`src/rtl/fetch_unit.sv`:
```
// Instruction-fetch stage: PC, req/ack instruction-memory port, small in-order
// instruction queue toward decode, and branch redirect with in-flight squash.
module fetch_unit #(
   parameter logic [31:0] RESET_PC = 32'h0000_0000,
   parameter int unsigned QDEPTH   = 2
) (
   input  logic        clk,
   input  logic        rst_n,
   input  logic        redirect_valid,
   input  logic [31:0] redirect_pc,
   output logic        imem_req,
   output logic [31:0] imem_addr,
   input  logic        imem_ack,
   input  logic [31:0] imem_rdata,
   output logic        inst_valid,
   input  logic        inst_ready,
   output logic [31:0] inst_out,
   output logic [31:0] inst_pc,
   output logic [4:0]  inst_opcode6_2
);

   localparam int unsigned PW = $clog2(QDEPTH);
   localparam int unsigned CW = PW + 1;

   typedef enum logic [1:0] {S_IDLE, S_WAIT, S_KILL} state_e;

   state_e          state_q, state_d;
   logic [31:0]     pc_q, pc_d;
   logic [31:0]     req_addr_q, req_addr_d;
   logic [PW-1:0]   rd_ptr_q, rd_ptr_d;
   logic [PW-1:0]   wr_ptr_q, wr_ptr_d;
   logic [CW-1:0]   count_q, count_d;
   logic [31:0]     q_pc_q   [QDEPTH];
   logic [31:0]     q_inst_q [QDEPTH];

   logic issue;
   logic push;
   logic pop;

   // State register
   always_ff @(posedge clk) begin
      if (!rst_n) state_q <= S_IDLE;
      else        state_q <= state_d;
   end

   // Next-state logic
   always_comb begin
      state_d = state_q;
      case (state_q)
         S_IDLE: if (issue && !imem_ack) state_d = S_WAIT;
         S_WAIT: begin
            if (imem_ack)            state_d = S_IDLE;
            else if (redirect_valid) state_d = S_KILL;
         end
         S_KILL: if (imem_ack) state_d = S_IDLE;
         default: state_d = S_IDLE;
      endcase
   end

   // Memory-port outputs; push only for an unsquashed returning word
   always_comb begin
      issue     = 1'b0;
      push      = 1'b0;
      imem_req  = 1'b0;
      imem_addr = pc_q;
      case (state_q)
         S_IDLE: begin
            issue    = rst_n && (count_q < CW'(QDEPTH)) && !redirect_valid;
            imem_req = issue;
            push     = issue && imem_ack;
         end
         S_WAIT: begin
            imem_req  = rst_n;
            imem_addr = req_addr_q;
            push      = imem_ack && !redirect_valid;
         end
         S_KILL: begin
            imem_req  = rst_n;
            imem_addr = req_addr_q;
         end
         default: ;
      endcase
   end

   assign pop = inst_valid && inst_ready;

   // Datapath next-state; redirect overrides push, pop and pc increment
   always_comb begin
      pc_d       = pc_q;
      req_addr_d = issue ? pc_q : req_addr_q;
      rd_ptr_d   = rd_ptr_q;
      wr_ptr_d   = wr_ptr_q;
      count_d    = count_q;
      if (redirect_valid) begin
         pc_d     = redirect_pc & ~32'h3;
         rd_ptr_d = '0;
         wr_ptr_d = '0;
         count_d  = '0;
      end else begin
         if (push) begin
            pc_d     = pc_q + 32'd4;
            wr_ptr_d = wr_ptr_q + PW'(1);
         end
         if (pop) rd_ptr_d = rd_ptr_q + PW'(1);
         count_d = count_q + CW'(push) - CW'(pop);
      end
   end

   always_ff @(posedge clk) begin
      if (!rst_n) begin
         pc_q       <= RESET_PC;
         req_addr_q <= '0;
         rd_ptr_q   <= '0;
         wr_ptr_q   <= '0;
         count_q    <= '0;
      end else begin
         pc_q       <= pc_d;
         req_addr_q <= req_addr_d;
         rd_ptr_q   <= rd_ptr_d;
         wr_ptr_q   <= wr_ptr_d;
         count_q    <= count_d;
      end
   end

   // Queue storage
   always_ff @(posedge clk) begin
      if (!rst_n) begin
         for (int i = 0; i < int'(QDEPTH); i++) begin
            q_pc_q[i]   <= '0;
            q_inst_q[i] <= '0;
         end
      end else if (push) begin
         q_pc_q[wr_ptr_q]   <= imem_addr;
         q_inst_q[wr_ptr_q] <= imem_rdata;
      end
   end

   assign inst_valid     = (count_q != '0);
   assign inst_out       = q_inst_q[rd_ptr_q];
   assign inst_pc        = q_pc_q[rd_ptr_q];
   assign inst_opcode6_2 = inst_valid ? inst_out[6:2] : 5'b11111;

endmodule
```
`config.mk`:
```
export PLATFORM = sky130hd
export DESIGN_NAME = fetch_unit
export DESIGN_NICKNAME = d
export VERILOG_FILES = /design/src/rtl/fetch_unit.sv
export SDC_FILE = /design/constraint.sdc
export NUM_CORES = 1
export LEC_CHECK = 0
export CAP_MARGIN = 0
export CORE_UTILIZATION = 28
export DETAILED_ROUTE_END_ITERATION = 12
export PLACE_DENSITY = 0.55
export RECOVER_POWER = 100
export SYNTH_ARGS = -nofsm -noshare
export SYNTH_HDL_FRONTEND = slang
export SYNTH_SLANG_ARGS = --single-unit
export TNS_END_PERCENT = 50
```
`constraint.sdc`:
```
create_clock -name clk -period 6.1 [get_ports clk]
set_input_delay 0.61 -clock clk [delete_from_list [all_inputs] [get_ports clk]]
set_output_delay 0.61 -clock clk [all_outputs]
set_load 0.01 [all_outputs]
```
==> impl_metrics.prom <==
# TYPE chip_impl_metric gauge
chip_impl_metric{name="drt-initial-drc-count",unit=""} 459
chip_impl_metric{name="num-nets-final",unit=""} 1057
chip_impl_info{name="worst_setup_path_end_kind",value="primary output"} 1
chip_impl_metric{name="area_overhead_vs_synth",unit="%"} 28.4
chip_impl_info{name="failing_checks",value="max-capacitance violations, max-slew violations"} 1
chip_impl_metric{name="synth.yosys.seq_area_share",unit=""} 0.561
chip_impl_info{name="synth.area.top_cells",value="sky130_fd_sc_hd__edfxtp_1 (41%), sky130_fd_sc_hd__dfxtp_1 (15%), sky130_fd_sc_hd__mux2_2 (7.7%)"} 1
chip_impl_info{name="path_cells",value="mux2_2 > nand2b_1 > dlygate4sd3_1"} 1
chip_impl_metric{name="clock_latency_on_the_worst_skew_pair",unit="ps"} 440
chip_impl_metric{name="grtUsageMet2",unit=""} 0.252
chip_impl_metric{name="post_route_cells_drive_above_1_share",unit=""} 0.105
chip_impl_metric{name="post_cts.resized_instances",unit=""} 0
chip_impl_metric{name="number_of_instances_in_the_placed_design",unit=""} 1364
chip_impl_metric{name="vias_per_cell",unit=""} 4.85
chip_impl_metric{name="postPlaceCellArea",unit="sq um"} 11100
chip_impl_info{name="run_status",value="finished, violations left"} 1
chip_impl_metric{name="cts.clk_slew.worst_paths",unit="ps"} 80
chip_impl_metric{name="pin_count",unit=""} 172
chip_impl_info{name="clock_tree_from_tritoncts",value="done"} 1
chip_impl_info{name="rsz0062_at_grt",value="no"} 1
chip_impl_metric{name="postSynthRegisterBits",unit=""} 191
chip_impl_metric{name="cts-htree-levels",unit=""} 4
chip_impl_metric{name="initial_antenna_violation_count",unit=""} 0
chip_impl_metric{name="finalSetupViolations",unit=""} 0
chip_impl_metric{name="chipWidth",unit="microns"} 182
chip_impl_metric{name="hold_violations",unit=""} 0
chip_impl_metric{name="place_hpwl",unit="mm"} 16.0
chip_impl_metric{name="effective_utilization_at_floorplan",unit=""} 0.285
chip_impl_metric{name="syn-instance-count",unit=""} 846
chip_impl_metric{name="fmaxAchievable",unit="MHz"} 215
chip_impl_metric{name="layout_min_cycle_time",unit="ps"} 4650
chip_impl_info{name="critical-path-top-delay-family",value="flip-flops"} 1
chip_impl_metric{name="layout_worst_path_cycle_share",unit=""} 0.763
chip_impl_metric{name="global_route.usage.met3",unit=""} 0.0241
chip_impl_metric{name="ctsHoldBuffers",unit=""} 0
chip_impl_info{name="dominantRegCellSynth",value="sky130_fd_sc_hd__edfxtp_1"} 1
chip_impl_metric{name="clock-skew-final",unit="ps"} 17.6
chip_impl_metric{name="numCtsBuffers",unit=""} 17
chip_impl_metric{name="via_count_of_the_first_global_routing_pass",unit=""} 6663
chip_impl_metric{name="timing.slew.headroom",unit=""} -1.01
chip_impl_metric{name="dieArea",unit="sq um"} 33000
chip_impl_metric{name="vdd.ir_drop.worst",unit="V"} 0.000197
chip_impl_metric{name="globalplace.congestion",unit=""} 0.807
chip_impl_info{name="worstHoldPathType",value="flip-flop to flip-flop"} 1
chip_impl_metric{name="antenna_left",unit=""} 0
chip_impl_metric{name="grt_util_all_layers",unit=""} 0.150
chip_impl_metric{name="max-clock-path-buffers",unit=""} 2
chip_impl_metric{name="drt_pass_1_iters",unit=""} 4
chip_impl_metric{name="final-instance-count-excl-fill",unit=""} 1396
chip_impl_metric{name="die_h",unit="microns"} 182
chip_impl_metric{name="synth-warning-count",unit=""} 0
chip_impl_metric{name="globalRouteMet1Util",unit=""} 0.199
chip_impl_info{name="cp_startpoint_kind",value="flip-flop"} 1
chip_impl_metric{name="drt-wirelength-per-cell",unit="microns"} 17.4
chip_impl_metric{name="syn_area",unit="sq um"} 9030
chip_impl_info{name="clock-root-buffer",value="sky130_fd_sc_hd__clkbuf_16"} 1
chip_impl_metric{name="finish.instance_area",unit="sq um"} 11600
chip_impl_metric{name="postCtsSetupBuffers",unit=""} 0
chip_impl_metric{name="syn_area_per_cell",unit="sq um"} 10.7
chip_impl_metric{name="maxCapViolCount",unit=""} 1
chip_impl_metric{name="timing.final.max_slew_violations",unit=""} 63
chip_impl_metric{name="drt_wl_total",unit="mm"} 24.3
chip_impl_metric{name="post_synth_num_cell_types",unit=""} 55
chip_impl_info{name="master_of_the_slowest_instance_on_the_critical_path",value="sky130_fd_sc_hd__dfxtp_1"} 1
chip_impl_metric{name="crit_required",unit="ps"} 5490
chip_impl_metric{name="fp.coreArea",unit="sq um"} 31600
chip_impl_metric{name="grt_first_pass_wirelength",unit="mm"} 38.4
chip_impl_metric{name="synth-edff-count",unit=""} 124
chip_impl_metric{name="cts_num_sinks",unit=""} 191
chip_impl_metric{name="synth.top_cell.area_share",unit=""} 0.413
chip_impl_metric{name="std_cell_rows",unit=""} 65
chip_impl_info{name="worst-setup-path-type",value="flip-flop to primary output"} 1
chip_impl_info{name="grt_most_used_layer",value="met2"} 1
chip_impl_metric{name="p_leak",unit="nW"} 4.53
chip_impl_metric{name="tightest_slew",unit="ps"} 3010
chip_impl_metric{name="overflow_after_grt",unit=""} 0
chip_impl_metric{name="timing.critical_path.fanout_max",unit=""} 62
chip_impl_metric{name="path_buf_inv",unit=""} 1
chip_impl_metric{name="grt_start_max_net_pins",unit=""} 63
chip_impl_metric{name="crit_arrival",unit="ps"} 4040
chip_impl_metric{name="antennaDiodeCount",unit=""} 0
chip_impl_metric{name="worst_path_largest_cell_delay",unit="ps"} 2360
chip_impl_metric{name="proportion_of_register_bits_with_asynchronous_set_or_reset_after_synthesis",unit=""} 0
chip_impl_metric{name="powerDensity",unit="nW/um^2"} 257
chip_impl_info{name="synth_top_cell_by_area",value="sky130_fd_sc_hd__edfxtp_1"} 1
chip_impl_metric{name="route.vias.total",unit=""} 6768
chip_impl_metric{name="io_buffers",unit=""} 165
chip_impl_metric{name="drcViolationCount",unit=""} 0
==> synthesized netlist by cell type, types with 12 or more instances <==
| cell | instances |
|---|---|
| sky130_fd_sc_hd__nor2_1 | 72 |
| sky130_fd_sc_hd__and3_1 | 70 |
| sky130_fd_sc_hd__nand4_1 | 15 |
| sky130_fd_sc_hd__edfxtp_1 | 124 |
| sky130_fd_sc_hd__mux2_2 | 62 |
| sky130_fd_sc_hd__dfxtp_1 | 67 |
| sky130_fd_sc_hd__a31oi_1 | 12 |
| sky130_fd_sc_hd__a21oi_1 | 41 |
| sky130_fd_sc_hd__o21ai_0 | 29 |
| sky130_fd_sc_hd__mux2i_1 | 30 |
| sky130_fd_sc_hd__or4_1 | 12 |
| sky130_fd_sc_hd__nand3_1 | 12 |
| sky130_fd_sc_hd__clkbuf_1 | 59 |
| sky130_fd_sc_hd__inv_1 | 39 |
| sky130_fd_sc_hd__nand2_1 | 84 |
==> metrics by stage <==
stage / power [W] / setup slack, ps / util / setup TNS, ps / hold slack, ps
after floorplan: 0.00171 / -134 / - / -16650 / 436
after global placement: 0.00192 / 2410 / 0.350 / 0 / 441
after detailed placement: 0.00193 / 2410 / 0.350 / 0 / 446
after CTS: 0.00304 / 2210 / 0.368 / 0 / 457
after global routing: 0.00310 / 1040 / 0.366 / 0 / 475
final: 0.00298 / 1450 / 0.366 / 0 / 455
==> kinds of logic after synthesis <==
| logic type | after synthesis | synth area share |
|---|---|---|
| simple gates | 307 | 0.171 |
| buf+inv | 112 | 0.0488 |
| fa+ha+maj | 7 | 0.00970 |
| mux | 92 | 0.111 |
| compound gates | 124 | 0.0864 |
| flops | 191 | 0.561 |
| xor+xnor | 12 | 0.0116 |
| other cells | 1 | 0.000415 |
==> where the power goes <==
group / internal [W] / leakage (nW) / switching (W)
sequential: 0.00144 / 1.84 / 0.0000413
combinational: 0.000179 / 2.41 / 0.000203
clock: 0.000548 / 0.283 / 0.000563
==> tightest hold or removal path, cell delays in order (launching register included) <==
cell and delay, ps:
sky130_fd_sc_hd__dfxtp_1 310, sky130_fd_sc_hd__nand2_1 50, sky130_fd_sc_hd__a21oi_1 50
==> registers in the layout, summed over array words and instances (netlist names), named ones only <==
name,count
q_inst_q,64
count_q,2
state_q,2
rd_ptr_q,1
q_pc_q,60
pc_q,30
wr_ptr_q,1
req_addr_q,30
==> worst paths after layout <==
| check | startpoint | endpoint | slack [ps] | depth (start not counted) |
|---|---|---|---|---|
| hold reg to reg | req_addr_q[30] | req_addr_q[30] | 460 | 2 |
| hold / removal | req_addr_q[30] | req_addr_q[30] | 460 | 2 |
| setup reg to reg | state_q[1] | q_pc_q[0][3] | 2850 | 5 |
| setup / recovery | flip-flop | inst_opcode6_2[1] | 1450 | 3 |
==> per-layer routing <==
layer,share of wire,vias up
met5,0,-
met4,0.012,0
met3,0.034,16
met2,0.48,142
met1,0.47,3295
li1,-,3315
==> layout make-up <==
class / count / area, sq um
clock inverters: 14 / 144
repair buffers: 185 / 1760
inverters: 40 / 150
multi-input cells: 546 / 3530
fillers: 3171 / 20100
well taps: 402 / 503
clock buffers: 18 / 429
flip-flops and latches: 191 / 5060
==> cell usage in the layout, fill, tap and decap left out, types with 8 or more instances in the layout <==
cell,n
sky130_fd_sc_hd__clkbuf_16,17
sky130_fd_sc_hd__o21ai_0,30
sky130_fd_sc_hd__dfxtp_1,67
sky130_fd_sc_hd__nand2_1,84
sky130_fd_sc_hd__nand2b_1,8
sky130_fd_sc_hd__clkbuf_1,10
sky130_fd_sc_hd__nand3_1,12
sky130_fd_sc_hd__o211ai_1,8
sky130_fd_sc_hd__or4_1,12
sky130_fd_sc_hd__buf_4,9
sky130_fd_sc_hd__nand4_1,15
sky130_fd_sc_hd__mux2i_1,30
sky130_fd_sc_hd__a21oi_1,41
sky130_fd_sc_hd__clkdlybuf4s50_1,72
sky130_fd_sc_hd__dlygate4sd3_1,93
sky130_fd_sc_hd__inv_1,39
sky130_fd_sc_hd__nor2_1,72
sky130_fd_sc_hd__and3_1,70
sky130_fd_sc_hd__edfxtp_1,124
sky130_fd_sc_hd__mux2_2,58
sky130_fd_sc_hd__a31oi_1,12
Note: power is estimated with default switching activity, not from simulation.
